File: config.mk
export PLATFORM = sky130hd
export DESIGN_NAME = color_scan_ctrl
export DESIGN_NICKNAME = d
export VERILOG_FILES = /design/src/rtl/color_sensor_pkg.sv /design/src/rtl/edge_counter.sv /design/src/rtl/color_scan_ctrl.sv
export SDC_FILE = /design/constraint.sdc
export NUM_CORES = 1
export LEC_CHECK = 0
export CAP_MARGIN = 0
export CORE_ASPECT_RATIO = 0.8
export CORE_MARGIN = 3
export CORE_UTILIZATION = 43
export CTS_CLUSTER_SIZE = 25
export DETAILED_ROUTE_END_ITERATION = 16
export GPL_ROUTABILITY_DRIVEN = 0
export HOLD_SLACK_MARGIN = 0.1
export PLACE_DENSITY_LB_ADDON = 0.15
export SETUP_SLACK_MARGIN = 0.5
export SKIP_CTS_REPAIR_TIMING = 1
export SLEW_MARGIN = 20
export SYNTH_ARGS = -nofsm -noshare
export SYNTH_HDL_FRONTEND = slang
export SYNTH_SLANG_ARGS = --single-unit
File: constraint.sdc
create_clock -name clk -period 1.88 [get_ports clk]
set_input_delay 0.376 -clock clk [delete_from_list [all_inputs] [get_ports clk]]
set_output_delay 0.376 -clock clk [all_outputs]
set_load 0.01 [all_outputs]
File: src/rtl/color_sensor_pkg.sv
// Shared types and constants for the colour-sensor scan controller.
package color_sensor_pkg;

  localparam logic [1:0] FILT_RED   = 2'b00;
  localparam logic [1:0] FILT_GREEN = 2'b11;
  localparam logic [1:0] FILT_BLUE  = 2'b01;
  localparam logic [1:0] FILT_CLEAR = 2'b10;

  typedef enum logic [1:0] {
    StIdle,
    StSettle,
    StGate,
    StCommit
  } state_e;

  // Scan order is the numeric order of this type.
  typedef enum logic [1:0] {
    ChRed,
    ChGreen,
    ChBlue,
    ChClear
  } chan_e;

  function automatic logic [1:0] filt_code(input chan_e ch);
    logic [1:0] code;
    unique case (ch)
      ChRed:   code = FILT_RED;
      ChGreen: code = FILT_GREEN;
      ChBlue:  code = FILT_BLUE;
      ChClear: code = FILT_CLEAR;
    endcase
    return code;
  endfunction

endpackage

File: src/rtl/edge_counter.sv
// Synchronises the sensor frequency output and counts its rising edges with saturation.
// count/sat present the next-state value, so an edge seen this cycle is already included.
module edge_counter #(
  parameter int unsigned CNT_W = 16
) (
  input  logic             clk,
  input  logic             reset,
  input  logic             clr,
  input  logic             en,
  input  logic             sensor,
  output logic [CNT_W-1:0] count,
  output logic             sat
);

  logic             sync1_q, sync2_q, prev_q;
  logic             rise;
  logic [CNT_W-1:0] cnt_q, cnt_d;
  logic             sat_q, sat_d;

  assign rise = sync2_q & ~prev_q;

  always_comb begin
    cnt_d = cnt_q;
    sat_d = sat_q;
    if (clr) begin
      cnt_d = '0;
      sat_d = 1'b0;
    end else if (en && rise) begin
      if (&cnt_q) begin
        sat_d = 1'b1;
      end else begin
        cnt_d = cnt_q + 1'b1;
      end
    end
  end

  always_ff @(posedge clk) begin
    if (!reset) begin
      sync1_q <= 1'b0;
      sync2_q <= 1'b0;
      prev_q  <= 1'b0;
      cnt_q   <= '0;
      sat_q   <= 1'b0;
    end else begin
      sync1_q <= sensor;
      sync2_q <= sync1_q;
      prev_q  <= sync2_q;
      cnt_q   <= cnt_d;
      sat_q   <= sat_d;
    end
  end

  assign count = cnt_d;
  assign sat   = sat_d;

endmodule

File: src/rtl/color_scan_ctrl.sv
// Steps the sensor filter through R,G,B,C, gates edge counts per channel and
// publishes the four counts with a one-cycle done pulse.
module color_scan_ctrl
  import color_sensor_pkg::*;
#(
  parameter int unsigned SETTLE_CYC = 1000,
  parameter int unsigned GATE_CYC   = 100000,
  parameter int unsigned CNT_W      = 16
) (
  input  logic             clk,
  input  logic             reset,
  input  logic             start,
  input  logic             continuous,
  input  logic [1:0]       scale,
  input  logic             sensor,
  output logic [1:0]       scale_sel,
  output logic [1:0]       filter_sel,
  output logic             sensor_oe_n,
  output logic             busy,
  output logic             done,
  output logic [CNT_W-1:0] red,
  output logic [CNT_W-1:0] green,
  output logic [CNT_W-1:0] blue,
  output logic [CNT_W-1:0] clear,
  output logic [3:0]       overflow
);

  localparam int unsigned TMAX = (SETTLE_CYC > GATE_CYC) ? SETTLE_CYC : GATE_CYC;
  localparam int unsigned TW   = (TMAX > 1) ? $clog2(TMAX) : 1;
  localparam logic [TW-1:0] SETTLE_LAST = TW'(SETTLE_CYC - 1);
  localparam logic [TW-1:0] GATE_LAST   = TW'(GATE_CYC - 1);

  state_e           state;
  chan_e            chan;
  logic [1:0]       chan_idx_nx;
  logic [TW-1:0]    timer;
  logic [CNT_W-1:0] work_r, work_g, work_b;
  logic [2:0]       work_ov;
  logic [CNT_W-1:0] ec_count;
  logic             ec_sat, ec_clr, ec_en;
  logic             launch;

  assign ec_en       = (state == StGate);
  assign ec_clr      = (state != StGate);
  assign chan_idx_nx = chan + 2'd1;
  assign launch      = ((state == StIdle) && start) || ((state == StCommit) && continuous);

  edge_counter #(
    .CNT_W(CNT_W)
  ) u_edge_counter (
    .clk   (clk),
    .reset (reset),
    .clr   (ec_clr),
    .en    (ec_en),
    .sensor(sensor),
    .count (ec_count),
    .sat   (ec_sat)
  );

  always_ff @(posedge clk) begin
    if (!reset) begin
      state       <= StIdle;
      chan        <= ChRed;
      timer       <= '0;
      filter_sel  <= FILT_RED;
      scale_sel   <= 2'b00;
      sensor_oe_n <= 1'b1;
      busy        <= 1'b0;
      done        <= 1'b0;
      red         <= '0;
      green       <= '0;
      blue        <= '0;
      clear       <= '0;
      overflow    <= '0;
      work_r      <= '0;
      work_g      <= '0;
      work_b      <= '0;
      work_ov     <= '0;
    end else begin
      done <= 1'b0;
      if (launch) begin
        state       <= StSettle;
        chan        <= ChRed;
        timer       <= '0;
        filter_sel  <= FILT_RED;
        scale_sel   <= scale;
        sensor_oe_n <= 1'b0;
        busy        <= 1'b1;
        work_r      <= '0;
        work_g      <= '0;
        work_b      <= '0;
        work_ov     <= '0;
      end else begin
        unique case (state)
          StIdle: begin
            scale_sel   <= 2'b00;
            sensor_oe_n <= 1'b1;
            busy        <= 1'b0;
          end
          StSettle: begin
            if (timer == SETTLE_LAST) begin
              timer <= '0;
              state <= StGate;
            end else begin
              timer <= timer + 1'b1;
            end
          end
          StGate: begin
            if (timer == GATE_LAST) begin
              timer <= '0;
              // ec_count already includes an edge arriving in this final cycle.
              unique case (chan)
                ChRed:   begin work_r <= ec_count; work_ov[0] <= ec_sat; end
                ChGreen: begin work_g <= ec_count; work_ov[1] <= ec_sat; end
                ChBlue:  begin work_b <= ec_count; work_ov[2] <= ec_sat; end
                ChClear: begin
                  red      <= work_r;
                  green    <= work_g;
                  blue     <= work_b;
                  clear    <= ec_count;
                  overflow <= {ec_sat, work_ov};
                  done     <= 1'b1;
                end
              endcase
              if (chan == ChClear) begin
                state <= StCommit;
              end else begin
                chan       <= chan_e'(chan_idx_nx);
                filter_sel <= filt_code(chan_e'(chan_idx_nx));
                state      <= StSettle;
              end
            end else begin
              timer <= timer + 1'b1;
            end
          end
          StCommit: begin
            state       <= StIdle;
            scale_sel   <= 2'b00;
            sensor_oe_n <= 1'b1;
            busy        <= 1'b0;
          end
        endcase
      end
    end
  end

endmodule

==> results by stage, run 1 <==
Status:
- The run finished, with violations left.
- The final reports fail on setup timing.

Setup path:
- In this run the number of cells on the critical path is 8.
- The largest delay contributor family on the critical path is simple AND/OR/NAND/NOR gates.
- The startpoint identified for the worst register-to-register timing path is state[0]$_SDFFE_PN0P_.
- The first element of the critical path is state[0]$_SDFFE_PN0P_.
- STA puts the critical path data required time at 2.19 ns.
- The worst-case reg-to-reg path depth is 8.
- Traced cell by cell, the critical path runs through inv_4, ha_4, nand3b_1, nor4_4, nand4_1, a21oi_2, buf_4, a21oi_1.
- The slowest cell on the critical path is sky130_fd_sc_hd__nor4_4.
- In this run the worst path has a maximum fanout of 6.
- The worst register-to-register path has a setup slack of -0.14 ns.
- The worst setup path is launched from a register.
- The worst flop-to-flop path endpoint is work_r[13]$_SDFFE_PP0P_.
- The setup path with the least slack is of type register to register.
- The critical path contains buffers and inverters numbering 2 combined.
- STA puts the critical path data arrival time at 2.33 ns.
- The critical path capture point type is a register.
- The peak per-stage delay on the critical path is 0.42 ns.
- In this run the worst setup path terminates at work_r[13]$_SDFFE_PP0P_.

STA:
- The transition at the pin with the smallest max-transition slack is 0.434 ns.
- On the final layout, the worst clock skew is 0.00664 ns.
- The final hold violation count came to 0.
- The number of setup violations in the final report is 34.
- Setup repair after global routing could not meet its margin everywhere.
- The upper clock frequency limit is 495 MHz.
- The worst path uses 108% of the clock period.
- On the final layout, the worst hold slack is 0.436 ns.
- The final worst slack is -0.142 ns.
- The smallest clock period supported by the final layout is computed as 2.02 ns.
- The max-slew violation total from the final report is 0.
- Measured against its own limit, the worst slew margin works out to 70.8%.

Yosys:
- The cell area after synthesis is 0.00658 sq mm.
- Summed over all instances, the cell type with the most area after synthesis is sky130_fd_sc_hd__dfxtp_1.
- The combinational family with the most area after synthesis is simple AND/OR/NAND/NOR gates.
- The number of synthesized register bits is 167.
- Of the total synthesized cell area, the portion taken by XOR and XNOR cells is 3.20%.
- By area the synthesized netlist is led by sky130_fd_sc_hd__dfxtp_1 (51%), sky130_fd_sc_hd__nand2_1 (9.1%), sky130_fd_sc_hd__a21oi_1 (7.2%), sky130_fd_sc_hd__nor2_1 (3.1%), sky130_fd_sc_hd__o21ai_0 (2.9%).
- In the synthesized netlist, the number of instances is 767.
- Of the post-synthesis cell area, the part taken by muxes is 1.26%.
- Yosys printed 0 warnings.
- The simple-gate share of the synthesized area is 23.7%.
- Summing the areas of all compound-gate instances in the mapped netlist gives 14.5% of the synthesized area.
- The net count of the mapped netlist is 787.
- The adder-cell share of the synthesized area is 2.47%.
- The number of different library cells used by synthesis comes to 47.
- The share of the synthesized area in the top cell type is 50.8%.
- Sequential elements use 50.8% of the synthesized area.
- The post-synthesis average cell area is 8.57 sq um.

Die:
- The floorplan has 39 rows.
- Pin placement for this block handled 82 I/O pins.
- The die covers 0.0168 sq mm.
- The total area inside the core boundary comes to 0.0146 sq mm.
- The overall die height is 117 microns.
- The initial standard-cell utilization of the core is 44.9%.
- In this run the horizontal extent of the chip is 144 microns.

Global route:
- The layer with the highest usage after global routing is met2.
- The global-route met1 utilization is 31.4%.
- The number of antenna violations at the first check in global routing is 0.
- The global routing usage on met3 is 4.54%.
- The via count of the first global-routing pass is 5691.
- The first global-routing pass estimated 29400 microns of wire.
- Global routing used 22.3% of the available tracks.
- Global routing finished with a remaining overflow of 0.
- The largest net degree at the start of global routing is 46.
- The met2 layer usage reported by global route is 35.0%.

Clock tree:
- After clock tree synthesis, the clock-pin slew on the worst setup and hold paths is 0.06 ns.
- The clock tree root buffer cell is sky130_fd_sc_hd__clkbuf_16.
- Clock tree synthesis found a total of 167 sinks.
- The number of levels the H-tree was split into is 4.
- TritonCTS built the clock tree.
- The maximum buffer depth of the clock tree is 2.
- The number of buffers added by the clock tree synthesis step is 17.
- The clock reaches the later pin of the worst-skew pair after 0.43 ns.

Power:
- The static leakage is 0.00501 uW.
- IR analysis of the VDD net gives a maximum drop of 0.000675 V.
- The power density over the cells is 796 mW/mm^2.

Drt:
- The routed layout has 6684 vias.
- The violation count after the first detailed-route iteration is 565.
- The routed design has 24300 microns of wire.
- The number of nets with antenna violations after routing is 0.
- The number of detailed-routing iterations run before antenna repair is 5.
- The wire length per cell is 21.2 microns.
- Dividing the detail-routed via count by the number of cells gives 5.84.
- For this run, design rule violations remaining after detail routing come to 0.

Job:
- The number of max-cap violations is 0.

Final layout:
- The synthesis-to-layout area growth is 65.7%.
- Leaving out fill and tap cells, the most frequent cell in the layout is sky130_fd_sc_hd__dfxtp_1.
- The number of nets in the layout is 970.
- The number of inserted diodes is 0.
- The top cell types in the final layout, fill and taps aside, are sky130_fd_sc_hd__dfxtp_1 (135), sky130_fd_sc_hd__a21oi_2 (81), sky130_fd_sc_hd__nand2_1 (76), sky130_fd_sc_hd__nand2_4 (76), sky130_fd_sc_hd__buf_4 (70).
- The number of fill cells is 951.
- Measured on the finished design, the core utilization comes to 74.4%.
- Of the cells placed in the final design, the portion with a size suffix greater than 1 is 50.4%.

Placed design:
- The count of input and output buffers is 81.
- The placed wire-length estimate after detailed placement is 13300 microns.

Min path:
- In this run the worst hold path is classified as register to register.
==> per-stage QoR <==
step | setup WS (ns) | std cells | setup TNS (ns) | power, uW | cell area [sq um]
after CTS | -0.0701 | 1086 | -0.275 | 8120 | 8880
after global routing | -0.229 | 1144 | -6.34 | 8930 | 10900
after detailed placement | -0.0178 | 1057 | -0.0353 | 4690 | 8310
final | -0.142 | 1144 | -1.93 | 8670 | 10900
after floorplan | 0.183 | 767 | 0 | 4340 | 7010
after global placement | -0.0177 | 1057 | -0.0324 | 4670 | 8310
==> registers in the layout (all words and copies together) (netlist names) <==
name / cells
clear: 16
chan: 2
work_g: 16
blue: 16
done: 1
u_edge_counter.sat_q: 1
work_b: 16
overflow: 4
sensor_oe_n: 1
scale_sel: 2
u_edge_counter.prev_q: 1
busy: 1
u_edge_counter.sync2_q: 1
red: 16
u_edge_counter.cnt_q: 16
work_r: 16
green: 16
filter_sel: 2
state: 2
work_ov: 3
u_edge_counter.sync1_q: 1
timer: 17
==> power by group <==
part / internal (uW) / switching [uW] / total, uW
logic: 678 / 839 / 1520
registers: 3600 / 67.0 / 3670
clock network: 2070 / 1410 / 3480
total: 6350 / 2320 / 8670
==> cells by family (layout without fill, tap and decap cells) <==
logic type | count (synthesis) | count (layout)
fa+ha+maj | 13 | 13
compound gates | 167 | 167
buf+inv | 55 | 246
simple gates | 333 | 335
xor+xnor | 24 | 24
flops | 167 | 167
mux | 8 | 8
==> synth_stat cells (all sizes together) <==
master and n:
nand2 169, a21oi 104, o31a 1, inv 14, clkbuf 24, o41a 2
nand3 33, or3 2, nand4 16, mux2i 6, nand3b 4, nor4 5
buf 17, o21bai 1, or2 1, or4b 1, a31oi 1, nor2b 1
dfxtp 167, a211oi 13, nor2 55, o311ai 1, a21o 2, xnor2 17
and2 8, and4b 2, and4 7, and3b 3, nor3 8, and4bb 1
mux2 2, ha 13, a22oi 1, a31o 2, and3 14, nor4b 2
o221a 1, xor2 7, o21ai 38, nand2b 1
==> routing by layer <==
| layer | vias up | wire (microns) |
|---|---|---|
| met4 | 0 | 811 |
| met5 | - | 0 |
| li1 | 3012 | - |
| met1 | 3251 | 10100 |
| met3 | 76 | 2160 |
| met2 | 345 | 11200 |
==> worst min-delay path by stage <==
stage                                      start                           endpoint  cells past startpoint
3_3_place_gp   u_edge_counter.sync1_q$_SDFF_PN0_  u_edge_counter.sync2_q$_SDFF_PN0_                      1
4_1_cts        u_edge_counter.sync1_q$_SDFF_PN0_  u_edge_counter.sync2_q$_SDFF_PN0_                      1
6_report       u_edge_counter.sync1_q$_SDFF_PN0_  u_edge_counter.sync2_q$_SDFF_PN0_                      1
3_5_place_dp   u_edge_counter.sync1_q$_SDFF_PN0_  u_edge_counter.sync2_q$_SDFF_PN0_                      1
5_1_grt                     blue[6]$_SDFFE_PN0P_               blue[6]$_SDFFE_PN0P_                      2
2_1_floorplan  u_edge_counter.sync1_q$_SDFF_PN0_  u_edge_counter.sync2_q$_SDFF_PN0_                      1
==> layout make-up <==
type,count,area (sq um),area share [%]
flip-flops and latches,167,3400,31.2
multi-input cells,547,4460,40.9
well taps,184,230,2.11
clock inverters,8,125,1.15
inverters,14,58.8,0.540
clock buffers,21,440,4.04
repair buffers,203,2190,20.1
No activity file was read; power rests on OpenSTA's default activity.
==> inputs of run 2 (changes only) <==
--- a/config.mk
+++ b/config.mk
@@ -7,13 +7,13 @@
 export LEC_CHECK = 0
 export CAP_MARGIN = 0
 export CORE_ASPECT_RATIO = 0.8
-export CORE_MARGIN = 3
+export CORE_MARGIN = 8
 export CORE_UTILIZATION = 43
 export CTS_CLUSTER_SIZE = 25
 export DETAILED_ROUTE_END_ITERATION = 16
 export GPL_ROUTABILITY_DRIVEN = 0
 export HOLD_SLACK_MARGIN = 0.1
-export PLACE_DENSITY_LB_ADDON = 0.15
+export PLACE_DENSITY = 0.74
 export SETUP_SLACK_MARGIN = 0.5
 export SKIP_CTS_REPAIR_TIMING = 1
 export SLEW_MARGIN = 20
==> run 2 against run 1 <==
  * The run still ends with setup timing left
  * Clock skew up 0.0066 ns
  * Wire length down 3.2%
  * Clock-buffer cell count down 2
  * Critical path type unchanged
==> results by stage, run 2 (synthesis results as in run 1) <==
STA:
- The final worst slack is -0.120 ns (was -0.142 ns).
- The sum of negative setup slack is -0.632 ns (was -1.93 ns).
- The transition at the pin with the smallest max-transition slack is 0.628 ns (was 0.434 ns).
- Setup repair after global routing missed its margin: true (unchanged).
- The upper clock frequency limit came to 500 MHz (was 495 MHz).
- The headroom to the max-slew limit is 58.0% (was 70.8%).
- The share of the clock period used by the worst path came to 106% (was 108%).
- The number of setup violations in the final report is 18 (was 34).
- The final hold violation count is 0 (unchanged).
- The worst clock skew on the final layout is 0.0132 ns (was 0.00664 ns).
- The post-layout minimum cycle time is 2.00 ns (was 2.02 ns).
- The max-slew violation total from the final report is 0 (unchanged).

Final layout:
- The final core utilization is 69.8% (was 74.4%).
- The final instance count without filler cells is 1138 (was 1144).
- The number of inserted diodes is 0 (unchanged).
- The synthesis-to-layout area growth was 58.8% (was 65.7%).
- The register with the highest flop count is timer (unchanged).
- Highest-count cells in the layout ignoring fill and taps: sky130_fd_sc_hd__dfxtp_1 (133), sky130_fd_sc_hd__nand2_1 (110), sky130_fd_sc_hd__a21oi_2 (55) (was sky130_fd_sc_hd__dfxtp_1 (135), sky130_fd_sc_hd__a21oi_2 (81), sky130_fd_sc_hd__nand2_1 (76), sky130_fd_sc_hd__nand2_4 (76), sky130_fd_sc_hd__buf_4 (70)).
- The share of layout cells above drive strength 1 came to 44.2% (was 50.4%).
- The most frequent standard cell in the layout excluding fill and tap cells is sky130_fd_sc_hd__dfxtp_1 (unchanged).
- The number of nets in the layout is 956 (was 970).
- The flip-flop count of the largest register, all copies and words added is 17 (unchanged).
- The number of fill cells is 1004 (was 951).

Drt:
- The routed wire length is 23500 microns (was 24300 microns).
- The wire length per cell is 20.6 microns (was 21.2 microns).
- The violation count after the first detailed-route iteration is 656 (was 565).
- The detailed-route DRC error count was 0 (unchanged).
- The ratio of routed vias to standard cells is 5.74 (was 5.84).
- The number of detailed-routing iterations run before antenna repair is 5 (unchanged).
- The routed via count is 6536 (was 6684).
- The number of nets with antenna violations after routing came to 0 (unchanged).

Min path:
- The hold path startpoint is green[13]$_SDFFE_PN0P_ (was u_edge_counter.sync1_q$_SDFF_PN0_).
- The class of the worst hold path is register to register (unchanged).
- The number of cells on the worst hold path is 2 (was 1).
- The destination of the worst hold path is green[13]$_SDFFE_PN0P_ (was u_edge_counter.sync2_q$_SDFF_PN0_).

Power:
- The total chip power is 8610 uW (was 8670 uW).
- The power density over the cells is 824 mW/mm^2 (was 796 mW/mm^2).
- The static leakage is 0.00466 uW (was 0.00501 uW).
- The largest vdd supply drop came to 0.000705 V (was 0.000675 V).

Placed design:
- The total instance count after detailed placement was 1058 (was 1057).
- The placed wire-length estimate after detailed placement is 12400 microns (was 13300 microns).
- The count of input and output buffers came to 81 (unchanged).
- The post-placement setup slack came to -0.0127 ns (was -0.0178 ns).

Die:
- The overall die height was 127 microns (was 117 microns).
- The cell row count is 40 (was 39).
- The I/O pin count came to 82 (unchanged).
- The area of the placeable core is 0.0150 sq mm (was 0.0146 sq mm).
- The die footprint is 0.0195 sq mm (was 0.0168 sq mm).
- The initial standard-cell utilization of the core is 43.9% (was 44.9%).
- The die width came to 154 microns (was 144 microns).

Clock tree:
- The clock tree from TritonCTS is done (unchanged).
- The number of levels the H-tree was split into is 4 (unchanged).
- The clock net sink count is 167 (unchanged).
- The clock transition at the registers of the reported paths is 0.07 ns (was 0.06 ns).
- The clock tree root buffer cell is sky130_fd_sc_hd__clkbuf_16 (unchanged).
- The maximum buffer depth of the clock tree is 2 (unchanged).
- The later-pin clock latency in the skew report is 0.44 ns (was 0.43 ns).
- The number of buffers added by the clock tree synthesis step is 17 (unchanged).

Setup path:
- The worst flop-to-flop path endpoint was state[1]$_SDFFE_PP0P_ (was work_r[13]$_SDFFE_PP0P_).
- The critical path capture point type is a register (unchanged).
- The startpoint of the most critical register-to-register path was timer[12]$_SDFFE_PP0P_ (was state[0]$_SDFFE_PN0P_).
- The arrival time reported for the critical path endpoint is 2.34 ns (was 2.33 ns).
- The worst reg-to-reg setup slack is -0.12 ns (was -0.14 ns).
- The largest fanout of any net on the critical path is 4 (was 6).
- The kind of launch point of the worst setup path was a register (unchanged).
- The start-to-end type of the worst setup path is register to register (unchanged).
- The worst-case reg-to-reg path depth is 6 (was 8).
- The required time of the critical path is 2.22 ns (was 2.19 ns).

Global route:
- The largest net degree at the start of global routing is 61 (was 46).
- The overall overflow remaining after global route came to 0 (unchanged).
- The total routing usage reported by global routing is 18.2% (was 22.3%).
- The first-pass GRT wire length is 28600 microns (was 29400 microns).
- The via count of the first global-routing pass came to 5543 (was 5691).
- The number of antenna violations at the first check in global routing came to 0 (unchanged).

Job:
- The number of max-cap violations is 0 (unchanged).

Status:
- Run status: complete, but fails checks (unchanged).
- Failing checks: setup timing (unchanged).
==> run 2: changes by cell type in the layout (fill, tap and decap cells not counted), sizes merged <==
| cell | previous run | this run |
|---|---|---|
| buf | 111 | 97 |
| clkbuf | 61 | 50 |
| dlymetal6s2s | 45 | 54 |
| clkinv | 1 | 5 |
| inv | 15 | 18 |
| bufinv | 3 | 1 |
| and3 | 16 | 17 |
| clkdlybuf4s50 | 7 | 6 |
==> run 2: critical path: stages (launching register included) <==
cell                       delay [ns]
sky130_fd_sc_hd__dfxtp_4         0.36
sky130_fd_sc_hd__nor4b_4         0.27
sky130_fd_sc_hd__nand3b_1        0.18
sky130_fd_sc_hd__buf_4           0.18
sky130_fd_sc_hd__o41a_1          0.43
sky130_fd_sc_hd__nor3_2          0.20
sky130_fd_sc_hd__mux2i_1         0.28
==> run 2: final cells by class <==
class	instances	area [sq um]	share of cell area, %
Clock inverter	13	120	1.15
Multi-Input combinational cell	548	4090	39.2
Inverter	14	55.1	0.527
Sequential cell	167	3400	32.6
Tap cell	189	236	2.26
Timing Repair Buffer	188	2090	20.0
Clock buffer	19	443	4.24
==> run 2: where the power goes <==
group          switching [uW]  internal [uW]  total, uW
sequential               69.2           3610       3680
combinational             835            720       1560
clock                    1510           1870       3380
==> run 2: worst max path at each step <==
| stage | endpoint | cells after the start | slack, ns | start |
|---|---|---|---|---|
| finish | state[1]$_SDFFE_PP0P_ | 6 | -0.12 | timer[12]$_SDFFE_PP0P_ |
| global route | state[1]$_SDFFE_PP0P_ | 6 | -0.19 | timer[12]$_SDFFE_PP0P_ |
| CTS | u_edge_counter.cnt_q[10]$_SDFF_PN0_ | 8 | -0.02 | state[0]$_SDFFE_PN0P_ |
| detailed placement | work_g[12]$_SDFFE_PP0P_ | 7 | -0.01 | continuous |
| global placement | clear[10]$_SDFFE_PN0P_ | 8 | 0.001 | state[0]$_SDFFE_PN0P_ |
| floorplan | u_edge_counter.cnt_q[14]$_SDFF_PN0_ | 6 | 0.18 | state[0]$_SDFFE_PN0P_ |
==> run 2: metrics by stage <==
step	hold WS (ns)	cell area (sq um)
2_1_floorplan	0.412	7010
3_3_place_gp	0.436	8270
3_5_place_dp	0.437	8270
4_1_cts	0.452	8840
5_1_grt	0.470	10400
6_report	0.446	10400
==> run 2: routing by layer <==
layer	vias up	routed length, microns	global-route usage (%)	part of all wire [%]
li1	2988	-	-	-
met1	3114	9420	23.7	40
met2	362	11200	28.8	47
met3	72	2170	5.50	9.2
met4	0	743	4.83	3.2
met5	-	0	0	0
==> inputs of run 3 (changes only) <==
--- a/config.mk
+++ b/config.mk
@@ -5,15 +5,17 @@
 export SDC_FILE = /design/constraint.sdc
 export NUM_CORES = 1
 export LEC_CHECK = 0
-export CAP_MARGIN = 0
+export CAP_MARGIN = 20
 export CORE_ASPECT_RATIO = 0.8
 export CORE_MARGIN = 8
 export CORE_UTILIZATION = 43
 export CTS_CLUSTER_SIZE = 25
 export DETAILED_ROUTE_END_ITERATION = 16
+export DONT_BUFFER_PORTS = 1
 export GPL_ROUTABILITY_DRIVEN = 0
+export GPL_TIMING_DRIVEN = 1
 export HOLD_SLACK_MARGIN = 0.1
-export PLACE_DENSITY = 0.74
+export PLACE_DENSITY = 0.67
 export SETUP_SLACK_MARGIN = 0.5
 export SKIP_CTS_REPAIR_TIMING = 1
 export SLEW_MARGIN = 20
==> run 3 against run 2 <==
  * The flow still finishes with violations (setup timing)
  * Register-to-register slack gained 0.08 ns
  * Critical endpoint is now work_b[5]$_SDFFE_PP0P_
  * Sequential power barely moved
  * Largest cell class unchanged
  * Setup slack improved by 0.082 ns
  * Largest power group unchanged
  * Critical path type unchanged
  * Final cell count fell by 6.9%
  * Highest routed layer unchanged
  * Via count fell by 5.6%
==> results by stage, run 3 (synthesis results as in run 1) <==
Min path:
- The hold path startpoint is reset (was green[13]$_SDFFE_PN0P_).
- The class of the worst hold path is primary input to register (was register to register).

Clock tree:
- The clock transition at the registers of the reported paths is 0.06 ns (was 0.07 ns).
- The clock net sink count was 167 (unchanged).
- The number of levels the H-tree was split into came to 4 (unchanged).
- The later-pin clock latency in the skew report was 0.43 ns (was 0.44 ns).
- The maximum buffer depth of the clock tree is 2 (unchanged).
- The number of buffers added by the clock tree synthesis step is 17 (unchanged).
- The clock tree root buffer cell is sky130_fd_sc_hd__clkbuf_16 (unchanged).
- The clock tree from TritonCTS is done (unchanged).

Drt:
- The length of routed met3 wiring is 2480 microns (was 2170 microns).
- The number of nets with antenna violations after routing is 0 (unchanged).
- The wire length per cell is 21.3 microns (was 20.6 microns).
- The violation count after the first detailed-route iteration is 656 (unchanged).
- The routed wire length is 22500 microns (was 23500 microns).
- The met2 wirelength from detailed routing is 10400 microns (was 11200 microns).
- The detailed-route DRC error count was 0 (unchanged).
- The ratio of routed vias to standard cells is 5.83 (was 5.74).
- The routed via count is 6173 (was 6536).
- The highest routed metal layer is met4 (unchanged).
- The met1 wire length is 9110 microns (was 9420 microns).
- The number of detailed-routing iterations run before antenna repair is 5 (unchanged).

Setup path:
- The start-to-end type of the worst setup path is register to register (unchanged).
- The slowest cell on the critical path is sky130_fd_sc_hd__dfxtp_4 (was sky130_fd_sc_hd__o41a_1).
- The largest delay contributor family on the critical path was simple AND/OR/NAND/NOR gates (unchanged).
- Cell-by-cell listing of the critical path: and4bb_1, and4_4, buf_8, buf_12, buf_12, and3_4, o21ai_1, a21oi_1 (was nor4b_4, nand3b_1, buf_4, o41a_1, nor3_2, mux2i_1).
- The critical path capture point type is a register (unchanged).
- The arrival time reported for the critical path endpoint is 2.26 ns (was 2.34 ns).
- The largest fanout of any net on the critical path is 7 (was 4).
- The required time of the critical path is 2.22 ns (about the same).
- The count of buffer and inverter cells on the critical path is 3 (was 1).
- The most numerous cell on the critical path is sky130_fd_sc_hd__buf_12.
- The startpoint of the most critical register-to-register path is timer[6]$_SDFFE_PP0P_ (was timer[12]$_SDFFE_PP0P_).
- The peak per-stage delay on the critical path came to 0.35 ns (was 0.43 ns).
- The first element of the critical path is timer[6]$_SDFFE_PP0P_ (was timer[12]$_SDFFE_PP0P_).
- The kind of launch point of the worst setup path is a register (unchanged).

Power:
- The static leakage is 0.00344 uW (was 0.00466 uW).
- The power density over the cells came to 847 mW/mm^2 (was 824 mW/mm^2).
- The largest vdd supply drop is 0.000886 V (was 0.000705 V).

Global route:
- The total routing usage reported by global routing is 18.1% (was 18.2%).
- The via count of the first global-routing pass came to 5340 (was 5543).
- The largest net degree at the start of global routing is 64 (was 61).
- The first-pass GRT wire length is 28300 microns (was 28600 microns).
- The overall overflow remaining after global route is 0 (unchanged).
- The number of antenna violations at the first check in global routing was 0 (unchanged).

STA:
- The final hold violation count is 0 (unchanged).
- The number of setup violations in the final report is 5 (was 18).
- The max-slew violation total from the final report came to 0 (unchanged).
- The final worst slack is -0.0384 ns (was -0.120 ns).
- The final worst hold slack came to 0.104 ns (was 0.446 ns).
- The post-layout minimum cycle time is 1.92 ns (was 2.00 ns).
- The share of the clock period used by the worst path is 102% (was 106%).
- Setup repair after global routing missed its margin: true (unchanged).
- The worst clock skew on the final layout is 0.00850 ns (was 0.0132 ns).
- The transition at the pin with the smallest max-transition slack is 0.628 ns (about the same).
- The headroom to the max-slew limit is 58.0% (about the same).
- The upper clock frequency limit is 521 MHz (was 500 MHz).

Final layout:
- The share of layout cells above drive strength 1 was 46.2% (was 44.2%).
- The synthesis-to-layout area growth was 46.5% (was 58.8%).
- The register with the highest flop count is timer (unchanged).
- The number of nets in the layout is 877 (was 956).
- The most frequent standard cell in the layout excluding fill and tap cells is sky130_fd_sc_hd__dfxtp_1 (unchanged).
- Highest-count cells in the layout ignoring fill and taps: sky130_fd_sc_hd__dfxtp_1 (146), sky130_fd_sc_hd__nand2_1 (76), sky130_fd_sc_hd__buf_4 (65) (was sky130_fd_sc_hd__dfxtp_1 (133), sky130_fd_sc_hd__nand2_1 (110), sky130_fd_sc_hd__a21oi_2 (55)).
- The final core utilization is 64.4% (was 69.8%).
- The number of inserted diodes is 0 (unchanged).
- The flip-flop count of the largest register, all copies and words added is 17 (unchanged).

Job:
- The number of max-cap violations was 0 (unchanged).

Die:
- The area of the placeable core was 0.0150 sq mm (unchanged).
- The die footprint is 0.0195 sq mm (unchanged).
- The cell row count is 40 (unchanged).
- The overall die height came to 127 microns (unchanged).
- The initial standard-cell utilization of the core is 43.9% (unchanged).
- The I/O pin count is 82 (unchanged).
- The die width is 154 microns (unchanged).

Status:
- Failing checks: setup timing (unchanged).
- Run status: complete, but fails checks (unchanged).

Placed design:
- The placed wire-length estimate after detailed placement was 12700 microns (was 12400 microns).
- The count of input and output buffers is 0 (was 81).
## run 3: cell count changes in the layout (fill, tap and decap cells not counted), sizes merged
cell and delta:
dlymetal6s2s -54, clkbuf -26, clkdlybuf4s50 -6, dlygate4sd3 +3, and3 +1, bufinv +1
clkinv -1, clkinvlp +1, inv +1, nand3 +1
## run 3: power breakdown
part	switching [uW]	internal [uW]	leakage, uW
Sequential	88.1	3610	0.00136
Clock	1470	1960	0.000277
Combinational	630	402	0.00180
Total	2190	5970	0.00344
## run 3: worst reg2reg max path, cell delays in order, from the launching register on
cell and delay (ns):
sky130_fd_sc_hd__dfxtp_4 0.35, sky130_fd_sc_hd__and4bb_1 0.33, sky130_fd_sc_hd__and4_4 0.28, sky130_fd_sc_hd__buf_8 0.14
sky130_fd_sc_hd__buf_12 0.11, sky130_fd_sc_hd__buf_12 0.10, sky130_fd_sc_hd__and3_4 0.25, sky130_fd_sc_hd__o21ai_1 0.10
sky130_fd_sc_hd__a21oi_1 0.19
## run 3: area by class of cell
type	count	area [sq um]
Timing Repair Buffer	107	1170
Tap cell	189	236
Sequential cell	167	3400
Clock buffer	17	425
Fill cell	1088	5330
Inverter	14	57.6
Multi-Input combinational cell	550	4190
Clock inverter	15	151
## run 3: path summary, 6_finish.rpt
path	to	depth (start not counted)	slack [ns]
hold reg to reg	u_edge_counter.sync2_q$_SDFF_PN0_	1	0.44
setup / recovery	work_b[5]$_SDFFE_PP0P_	8	-0.04
hold / removal	clear[7]$_SDFFE_PN0P_	2	0.10
setup reg to reg	work_b[5]$_SDFFE_PP0P_	8	-0.04
## run 3: stage by stage
stage / cells / setup TNS [ns] / instance area (sq um) / setup slack, ns / total power [uW]
global route: 1059 / -1.56 / 9640 / -0.0792 / 8430
CTS: 1001 / -1.50 / 7980 / -0.186 / 7950
detailed placement: 969 / -1.17 / 7400 / -0.154 / 4550
floorplan: 767 / 0 / 7010 / 0.183 / 4340
global placement: 969 / -0.542 / 7400 / -0.0660 / 4510
finish: 1059 / -0.122 / 9640 / -0.0384 / 8160
## run 3: per-layer routing
layer,track usage (%),vias to the layer above
met1,22.9,2998
met5,0,-
met2,27.8,272
li1,-,2844
met4,5.52,0
met3,7.16,59
==> patch: new RTL, config.mk and constraints of run 2 <==
Set the parameter `GATE_CYC` to 200000 (it was 100000).
--- a/src/rtl/color_scan_ctrl.sv
+++ b/src/rtl/color_scan_ctrl.sv
@@ -5,5 +5,5 @@
 #(
   parameter int unsigned SETTLE_CYC = 1000,
-  parameter int unsigned GATE_CYC   = 100000,
+  parameter int unsigned GATE_CYC   = 200000,
   parameter int unsigned CNT_W      = 16
 ) (
Behaviour: same outputs for any inputs over 4 cycles, from zero or initial values and one cycle with reset low; that may be too few to reach the edited logic, so the function may still have changed.
==> patch against run 2 <==
- the flow still finishes with violations (setup timing)
- largest cell class unchanged
- global-route usage increased by 0.85 points
- worst hold slack got worse by 0.010 ns
- sequential cell count rose by 1
- worst setup slack worse by 0.13 ns
- clock power about the same
- wire length shrank 9.8%
- synthesized cell count grew 0.39%
- final area fell by 0.92%
- power shrank 2.2%
- sequential power about the same
- critical endpoint is now timer[11]$_SDFFE_PP0P_
- synthesized area rose by 2.2%
==> patch: results (changes against run 2) <==
INFO  metric grt_use_total = 19.1% (was 18.2%)
INFO  metric multi_input_comb_area = 3700 sq um (was 4090 sq um)
INFO  metric holdPathEnd = u_edge_counter.sync2_q$_SDFF_PN0_ (was green[13]$_SDFFE_PN0P_)
INFO  metric worst_hold_path.num_cells = 1 (was 2)
INFO  metric seq-cell-share = 32.7% (was 32.6%)
INFO  metric int_power = 6.11 mW (was 6.20 mW)
INFO  metric met3_length = 1.29 mm (was 2.17 mm)
INFO  metric slew_at_the_pin_closest_to_its_max_slew_limit = 0.374 ns (was 0.628 ns)
INFO  metric run_status = finished, violations left (unchanged)
INFO  metric clock_network_contribution_to_total_cell_area = 5.54% (was 5.39%)
INFO  metric synthDistinctLibCells = 53 (was 47)
INFO  metric wirelength_met1 = 9.61 mm (was 9.42 mm)
INFO  metric synthDominantCellAreaShare = 50.0% (was 50.8%)
INFO  metric crit_fanout = 7 (was 4)
INFO  metric violations = setup timing (unchanged)
INFO  metric synth-seq-area-share = 50.0% (was 50.8%)
INFO  metric setup.worst_path.end = timer[11]$_SDFFE_PP0P_ (was state[1]$_SDFFE_PP0P_)
INFO  metric setup_viol_count_final = 142 (was 18)
INFO  metric drtPass1Iterations = 7 (was 5)
INFO  metric netlist_top_cells_area = dfxtp_1 (50%), nand2_1 (8.9%), a21oi_1 (5.8%), nor2_1 (2.9%), ha_1 (2.6%) (was dfxtp_1 (51%), nand2_1 (9.1%), a21oi_1 (7.2%), nor2_1 (3.1%), o21ai_0 (2.9%))
INFO  metric net_total_in_the_final_layout = 991 (was 956)
INFO  metric worst_ir_drop_vdd = 0.000653 V (was 0.000705 V)
INFO  metric inverters = 16 (was 14)
INFO  metric synth.mux.area_fraction = 1.81% (was 1.26%)
INFO  metric instances_no_fill = 1198 (was 1138)
INFO  metric pre_cts_ws = -0.292 ns (was -0.0127 ns)
INFO  metric setup_ws_final = -0.253 ns (was -0.120 ns)
INFO  metric wl_per_cell = 17.7 um (was 20.6 um)
INFO  metric crit_arrival = 2.44 ns (was 2.34 ns)
-- patch: cell types whose count changed after synthesis, moves of 10 or more --
cell / run 2 / this run
a21oi_2: 10 / 0
nand3_1: 32 / 18
o22ai_1: 0 / 25
o21ai_0: 38 / 19
nor3_1: 8 / 25
a21oi_1: 94 / 78
-- patch: power groups by stage --
| stage | sequential [mW] | clock, mW | combinational [mW] |
|---|---|---|---|
| 3_3_place_gp | 3.75 | 0 | 1.20 |
| 5_1_grt | 3.68 | 3.57 | 1.48 |
| 4_1_cts | 3.68 | 3.40 | 1.23 |
| 6_report | 3.68 | 3.37 | 1.37 |
| 2_1_floorplan | 3.77 | 0 | 0.746 |
| 3_5_place_dp | 3.76 | 0 | 1.22 |
-- patch: through the flow --
stage / TNS [ns] / instance area, sq um / power (mW)
after floorplan: -19.16 / 7100 / 4.52
after global placement: -20.84 / 8950 / 4.95
after detailed placement: -25.36 / 8950 / 4.98
after CTS: -28.18 / 9530 / 8.31
after global routing: -34.51 / 10300 / 8.73
final: -23.48 / 10300 / 8.42
